$ cat config.mk
export PLATFORM = sky130hd
export DESIGN_NAME = hour_disp_scan
export DESIGN_NICKNAME = d
export VERILOG_FILES = /design/src/rtl/hour_disp_scan.sv
export SDC_FILE = /design/constraint.sdc
export NUM_CORES = 1
export LEC_CHECK = 0
export CORE_MARGIN = 1
export CORE_UTILIZATION = 35
export CTS_CLUSTER_SIZE = 16
export DETAILED_ROUTE_END_ITERATION = 8
export SLEW_MARGIN = 0
export SYNTH_ARGS = -nofsm -noshare
export SYNTH_HDL_FRONTEND = slang
export SYNTH_SLANG_ARGS = --single-unit
$ cat constraint.sdc
create_clock -name in_clk -period 4.12 [get_ports in_clk]
set_input_delay 0.824 -clock in_clk [delete_from_list [all_inputs] [get_ports in_clk]]
set_output_delay 0.824 -clock in_clk [all_outputs]
set_load 0.01 [all_outputs]
$ cat src/rtl/hour_disp_scan.sv
// hour_disp_scan
//   Display end of the hour counter. Samples the BCD hour digits once per
//   display frame, validates them, optionally converts them to 12-hour form
//   with an AM/PM flag, and scans a 2-digit multiplexed 7-segment display
//   with all-off blanking gaps between digits.
//
// Ports
//   in_clk  in   1  clock, all state on rising edge
//   rst     in   1  asynchronous active-high reset
//   h1      in   4  BCD ones-of-hour
//   h10     in   4  BCD tens-of-hour
//   mode12  in   1  1 = 12h display, 0 = 24h display
//   seg     out  7  {g,f,e,d,c,b,a}, 1 = lit
//   an      out  2  digit enable, an[0] = ones, an[1] = tens, 1 = on
//   pm      out  1  PM flag (12h mode only)
//   err     out  1  sampled hour invalid
module hour_disp_scan #(
    parameter int SCAN_DIV  = 1000,
    parameter int BLANK_CYC = 8,
    parameter int BLANK_LZ  = 1
) (
    input  logic       in_clk,
    input  logic       rst,
    input  logic [3:0] h1,
    input  logic [3:0] h10,
    input  logic       mode12,
    output logic [6:0] seg,
    output logic [1:0] an,
    output logic       pm,
    output logic       err
);

    localparam int MAXL = (SCAN_DIV > BLANK_CYC) ? SCAN_DIV : BLANK_CYC;
    localparam int CW   = $clog2(MAXL);

    localparam logic [CW-1:0] SCAN_LAST  = CW'(SCAN_DIV - 1);
    localparam logic [CW-1:0] BLANK_LAST = CW'(BLANK_CYC - 1);

    localparam logic [6:0] GLYPH_DASH  = 7'h40;
    localparam logic [6:0] GLYPH_BLANK = 7'h00;

    typedef enum logic [1:0] {GAP0, ONES, GAP1, TENS} state_t;

    function automatic logic [6:0] seg7(input logic [3:0] d);
        case (d)
            4'd0:    seg7 = 7'h3F;
            4'd1:    seg7 = 7'h06;
            4'd2:    seg7 = 7'h5B;
            4'd3:    seg7 = 7'h4F;
            4'd4:    seg7 = 7'h66;
            4'd5:    seg7 = 7'h6D;
            4'd6:    seg7 = 7'h7D;
            4'd7:    seg7 = 7'h07;
            4'd8:    seg7 = 7'h7F;
            4'd9:    seg7 = 7'h6F;
            default: seg7 = GLYPH_BLANK;
        endcase
    endfunction

    state_t        state_p0, state_nxt;
    logic [CW-1:0] cnt_p0, cnt_nxt;
    logic          last_cnt;

    logic [3:0]    h1_p0, h10_p0;
    logic          m12_p0;

    logic          valid;
    logic [4:0]    hr;
    logic [4:0]    disp12;
    logic [3:0]    tens_d, ones_d;
    logic [6:0]    tens_g, ones_g;
    logic          pm_c;

    // ---- stage 0: scan FSM, prescaler and frame sample ----
    always_comb begin
        state_nxt = state_p0;
        last_cnt  = 1'b0;
        case (state_p0)
            ONES, TENS: last_cnt = (cnt_p0 == SCAN_LAST);
            default:    last_cnt = (cnt_p0 == BLANK_LAST);
        endcase
        cnt_nxt = last_cnt ? '0 : cnt_p0 + 1'b1;
        if (last_cnt) begin
            case (state_p0)
                GAP0:    state_nxt = ONES;
                ONES:    state_nxt = GAP1;
                GAP1:    state_nxt = TENS;
                default: state_nxt = GAP0;
            endcase
        end
    end

    always_ff @(posedge in_clk or posedge rst) begin
        if (rst) begin
            state_p0 <= GAP0;
            cnt_p0   <= '0;
            h1_p0    <= '0;
            h10_p0   <= '0;
            m12_p0   <= 1'b0;
        end else begin
            state_p0 <= state_nxt;
            cnt_p0   <= cnt_nxt;
            // One sample per frame keeps both digits consistent.
            if (state_p0 == GAP0 && last_cnt) begin
                h1_p0  <= h1;
                h10_p0 <= h10;
                m12_p0 <= mode12;
            end
        end
    end

    // Glyphs from the frame sample.
    always_comb begin
        valid  = (h1_p0 <= 4'd9) && (h10_p0 <= 4'd2) &&
                 !((h10_p0 == 4'd2) && (h1_p0 > 4'd3));
        hr     = 5'(h10_p0) * 5'd10 + 5'(h1_p0);
        disp12 = hr;
        if (hr == 5'd0)
            disp12 = 5'd12;
        else if (hr > 5'd12)
            disp12 = hr - 5'd12;

        tens_d = h10_p0;
        ones_d = h1_p0;
        if (m12_p0) begin
            tens_d = (disp12 >= 5'd10) ? 4'd1 : 4'd0;
            ones_d = (disp12 >= 5'd10) ? 4'(disp12 - 5'd10) : 4'(disp12);
        end

        tens_g = seg7(tens_d);
        ones_g = seg7(ones_d);
        if (m12_p0 && tens_d == 4'd0 && BLANK_LZ != 0)
            tens_g = GLYPH_BLANK;
        if (!valid) begin
            tens_g = GLYPH_DASH;
            ones_g = GLYPH_DASH;
        end

        pm_c = valid && m12_p0 && (hr >= 5'd12);
    end

    // ---- stage 1: registered display outputs ----
    always_ff @(posedge in_clk or posedge rst) begin
        if (rst) begin
            seg <= '0;
            an  <= '0;
            pm  <= 1'b0;
            err <= 1'b0;
        end else begin
            pm  <= pm_c;
            err <= !valid;
            case (state_p0)
                ONES: begin
                    an  <= 2'b01;
                    seg <= ones_g;
                end
                TENS: begin
                    an  <= 2'b10;
                    seg <= tens_g;
                end
                default: begin
                    an  <= 2'b00;
                    seg <= GLYPH_BLANK;
                end
            endcase
        end
    end

endmodule
==> summary.txt, run 1 <==
Floorplanning
  • Placeable Area: 0.005991 mm²
  • Die area: 0.006639 mm²
  • Boundary Pins: 22
  • Site Rows: 28
  • Die H: 81.48 µm
  • Die X: 81.48 µm
  • Initial core utilization: 0.3690

Cells and area
  • Final core utilization: 0.4591
  • Most frequent cells in the layout: dfrtp_1 (32), nor2_1 (23), ha_1 (22)
  • Register area: 800.8 µm²
  • Non-Filler Instances: 345
  • Multi-input gate area: 0.001380 mm²
  • Fillers: 585
  • Syn-to-layout area delta: 24.39%
  • Layout cell share with drive strength beyond 1: 0.1815
  • Diode count: 0
  • Final #Nets: 306
  • Commonest non-fill, non-tap cell in the layout: dfrtp_1

Worst setup path
  • CP arrival: 4070 ps
  • Buf/Inv on CP: 0
  • CP Launch Type: flop
  • Worst Path Required: 4300 ps
  • CP Capture Type: flop
  • Crit-path max FO: 4
  • Top delay family on crit path: adder cells
  • Slowest-stage cell, CP: fa_1
  • CP Cell Sequence: ha_1 > fa_1 > xor2_2 > ha_1 > nor3b_2 > o21ai_0 > nand2_1 > a21boi_1 > ha_2 > nand3_1 > o21ai_1 > a21oi_2 > ha_1 > nor2b_1 > a21oi_1 > nor2_1 > a211oi_2 > a21oi_1 > o32ai_1
  • Most common cell on crit path: ha_1
  • Kind of critical path: flop to flop
  • Largest stage delay on the critical path: 420 ps

Logic synthesis
  • Synth Register Bits: 32
  • Post-synth EDFFs: 0
  • Seq/Total Area, Yosys: 0.3622
  • Ys flop type: dfrtp_1
  • Average size of a mapped cell: 9.612 µm²
  • Post-Synthesis Cells: 230
  • Synthesized area: 0.002211 mm²
  • Warnings, synthesis: 0
  • Syn Nets: 266
  • Synth cell types: 47
  • Fraction of registers with async set/reset: 1.000

Timing
  • Final Max Slew Viols: 0
  • Hold slack final: 463.7 ps
  • Period utilization: 0.9426
  • Fmax: 257.5 MHz
  • Endpoints failing setup: 0
  • Final hold vios: 0
  • Fin crit period: 3883 ps
  • RSZ-0062 raised after global routing: no
  • Fin Clk Skew: 3.233 ps
  • Relative slew slack: 0.3658
  • Tightest Pin Transition: 950.2 ps

Placement
  • Inst Count DP: 338
  • Post-DP HPWL: 3.732 mm
  • Placer Congestion: 0.8702
  • Port bufs: 21

Clock network
  • CTS clk-pin slew, worst paths: 60 ps
  • CTS tree: done
  • Hold_buf cts: 0
  • Clock Latency Late Sink: 280 ps
  • Clock Tree Buf Depth: 2
  • # H-tree levels: 2
  • TritonCTS Buffers: 5
  • Clock root buffer: clkbuf_8
  • Clock sink count: 32
  • Setup bufs post-CTS: 0

Route
  • DRC Markers: 0
  • Starting DRC count in detailed routing: 64
  • Vias: 1822
  • Vias per inst: 5.281
  • 1st-pass router iterations: 4
  • Post-Route WL: 4.840 mm
  • Post-detailed-route count of antenna-violating nets: 0
  • Post-DR wirelength/cell: 14.03 µm

Global routing
  • Gr ovfl total: 0
  • Vias in the first global route: 1723
  • Number of antenna violations at the first check in global routing: 0
  • Pin count of the biggest net entering global routing: 25
  • First-pass GRT wire length: 7.969 mm
  • Overall Global Routing Usage: 0.1594

Min path
  • Worst Hold Class: flop to flop

Job
  • Max_cap viols: 0

Pwr
  • Maximum vdd drop: 0.0001649 V
  • Power consumption: 0.8818 mW
  • Power density cells: 320.6 mW/mm²
  • Static Leak: 1.199 nW

Outcome
  • Status: finished, final reports clean
[area by class of cell]
cell class	count	share of cell area
clock buffers	6	0.02639
clock inverters	1	0.001820
inverters	14	0.01911
multi-input cells	178	0.5018
flip-flops and latches	32	0.2912
well taps	75	0.03412
repair buffers	39	0.1256
[worst register-to-register path, cell delays in order, from the launching register on]
cell      delay [ps]
dfrtp_1          390
ha_1             250
fa_1             420
xor2_2           200
ha_1             210
nor3b_2          170
o21ai_0          170
nand2_1           70
a21boi_1         200
ha_2             250
nand3_1          100
o21ai_1          190
a21oi_2          100
ha_1             260
nor2b_1          140
a21oi_1          120
nor2_1            70
a211oi_2         260
a21oi_1           90
o32ai_1          130
[Yosys cell counts (3+ instances only)]
cell type,instances,share of area
dfrtp_1,32,0.36
ha_1,24,0.14
nor2_1,23,0.039
nand2_1,16,0.027
inv_1,14,0.024
nand3_1,13,0.029
a21oi_1,11,0.025
mux2_2,9,0.046
o211ai_1,7,0.024
xor2_1,7,0.028
a31oi_1,6,0.017
nor2b_1,6,0.017
o21ai_0,6,0.014
clkbuf_1,5,0.0085
nand4_1,4,0.011
a211oi_1,3,0.010
nor3_1,3,0.0068
nor4_1,3,0.0085
xnor2_1,3,0.012
[state kept, by name (all words and copies together), names as in the netlist]
signal    cells
state_p0      2
h1_p0         4
err           1
m12_p0        1
cnt_p0       10
an            2
h10_p0        4
pm            1
seg           7
[final timing paths]
| check | start | to | slack [ps] | cells past startpoint |
|---|---|---|---|---|
| worst max-delay path | h1_p0[1] | seg[0] | 240 | 19 |
| worst min-delay path | cnt_p0[0] | cnt_p0[0] | 460 | 1 |
| worst max register to register | h1_p0[1] | seg[0] | 240 | 19 |
| worst min register to register | cnt_p0[0] | cnt_p0[0] | 460 | 1 |
| max in group asynchronous | rst | seg[1] | 2360 | 3 |
| min in group asynchronous | rst | an[1] | 1070 | 2 |
[cell families (layout without fill, tap and decap cells)]
logic type	count (synthesis)	after routing	synth area share
AO/OA/AOI/OAI	51	51	0.1670
XOR/XNOR	12	12	0.06112
adder cells (fa/ha/maj)	25	25	0.1449
buffers and inverters	20	60	0.03452
flip-flops	32	32	0.3622
multiplexers	11	11	0.05490
AND/OR/NAND/NOR	79	79	0.1754
[stage by stage]
| step | TNS, ps | instance area, µm² | setup slack, ps |
|---|---|---|---|
| final | 0 | 2750 | 236.6 |
| after global routing | 0 | 2750 | 39.40 |
| after CTS | 0 | 2709 | 52.29 |
| after detailed placement | -3.637 | 2626 | -3.637 |
| after global placement | 0 | 2626 | 81.14 |
| after floorplan | 0 | 2211 | 84.87 |
[where the power goes]
part	internal, mW	leakage, nW	switching, mW
Combinational	0.150	0.767	0.174
Clock	0.115	0.0410	0.111
Sequential	0.324	0.391	0.00922
[repair_timing]
action / 4_1_cts / 5_1_grt
pin swaps: 0 / 2
resized for setup: 1 / 12
endpoints found under the setup margin: 2 / 7
gates cloned: 0 / 0
[routing by layer]
layer	vias to the layer above	global-route usage	wire, µm
li1	908	-	-
met1	868	0.2015	2238
met2	39	0.2708	2349
met3	7	0.03333	190
met4	0	0.04821	61
met5	-	0	0
Note: power is estimated with default switching activity, not from simulation.
==> inputs of run 2 (changes only) <==
==> constraint.sdc (replaced) <==
create_clock -name in_clk -period 4.12 [get_ports in_clk]
set_input_delay 0.824 -clock in_clk [delete_from_list [all_inputs] [get_ports in_clk]]
set_output_delay 0.824 -clock in_clk [all_outputs]
set_load 0.1 [all_outputs]
==> results of run 2 <==
The final DEF is identical to that of run 1. Status: finished, final reports clean.
Main changes from that run: total power 0.8818 mW -> 0.9190 mW; worst IR drop on VDD 0.0001649 V -> 0.0001661 V
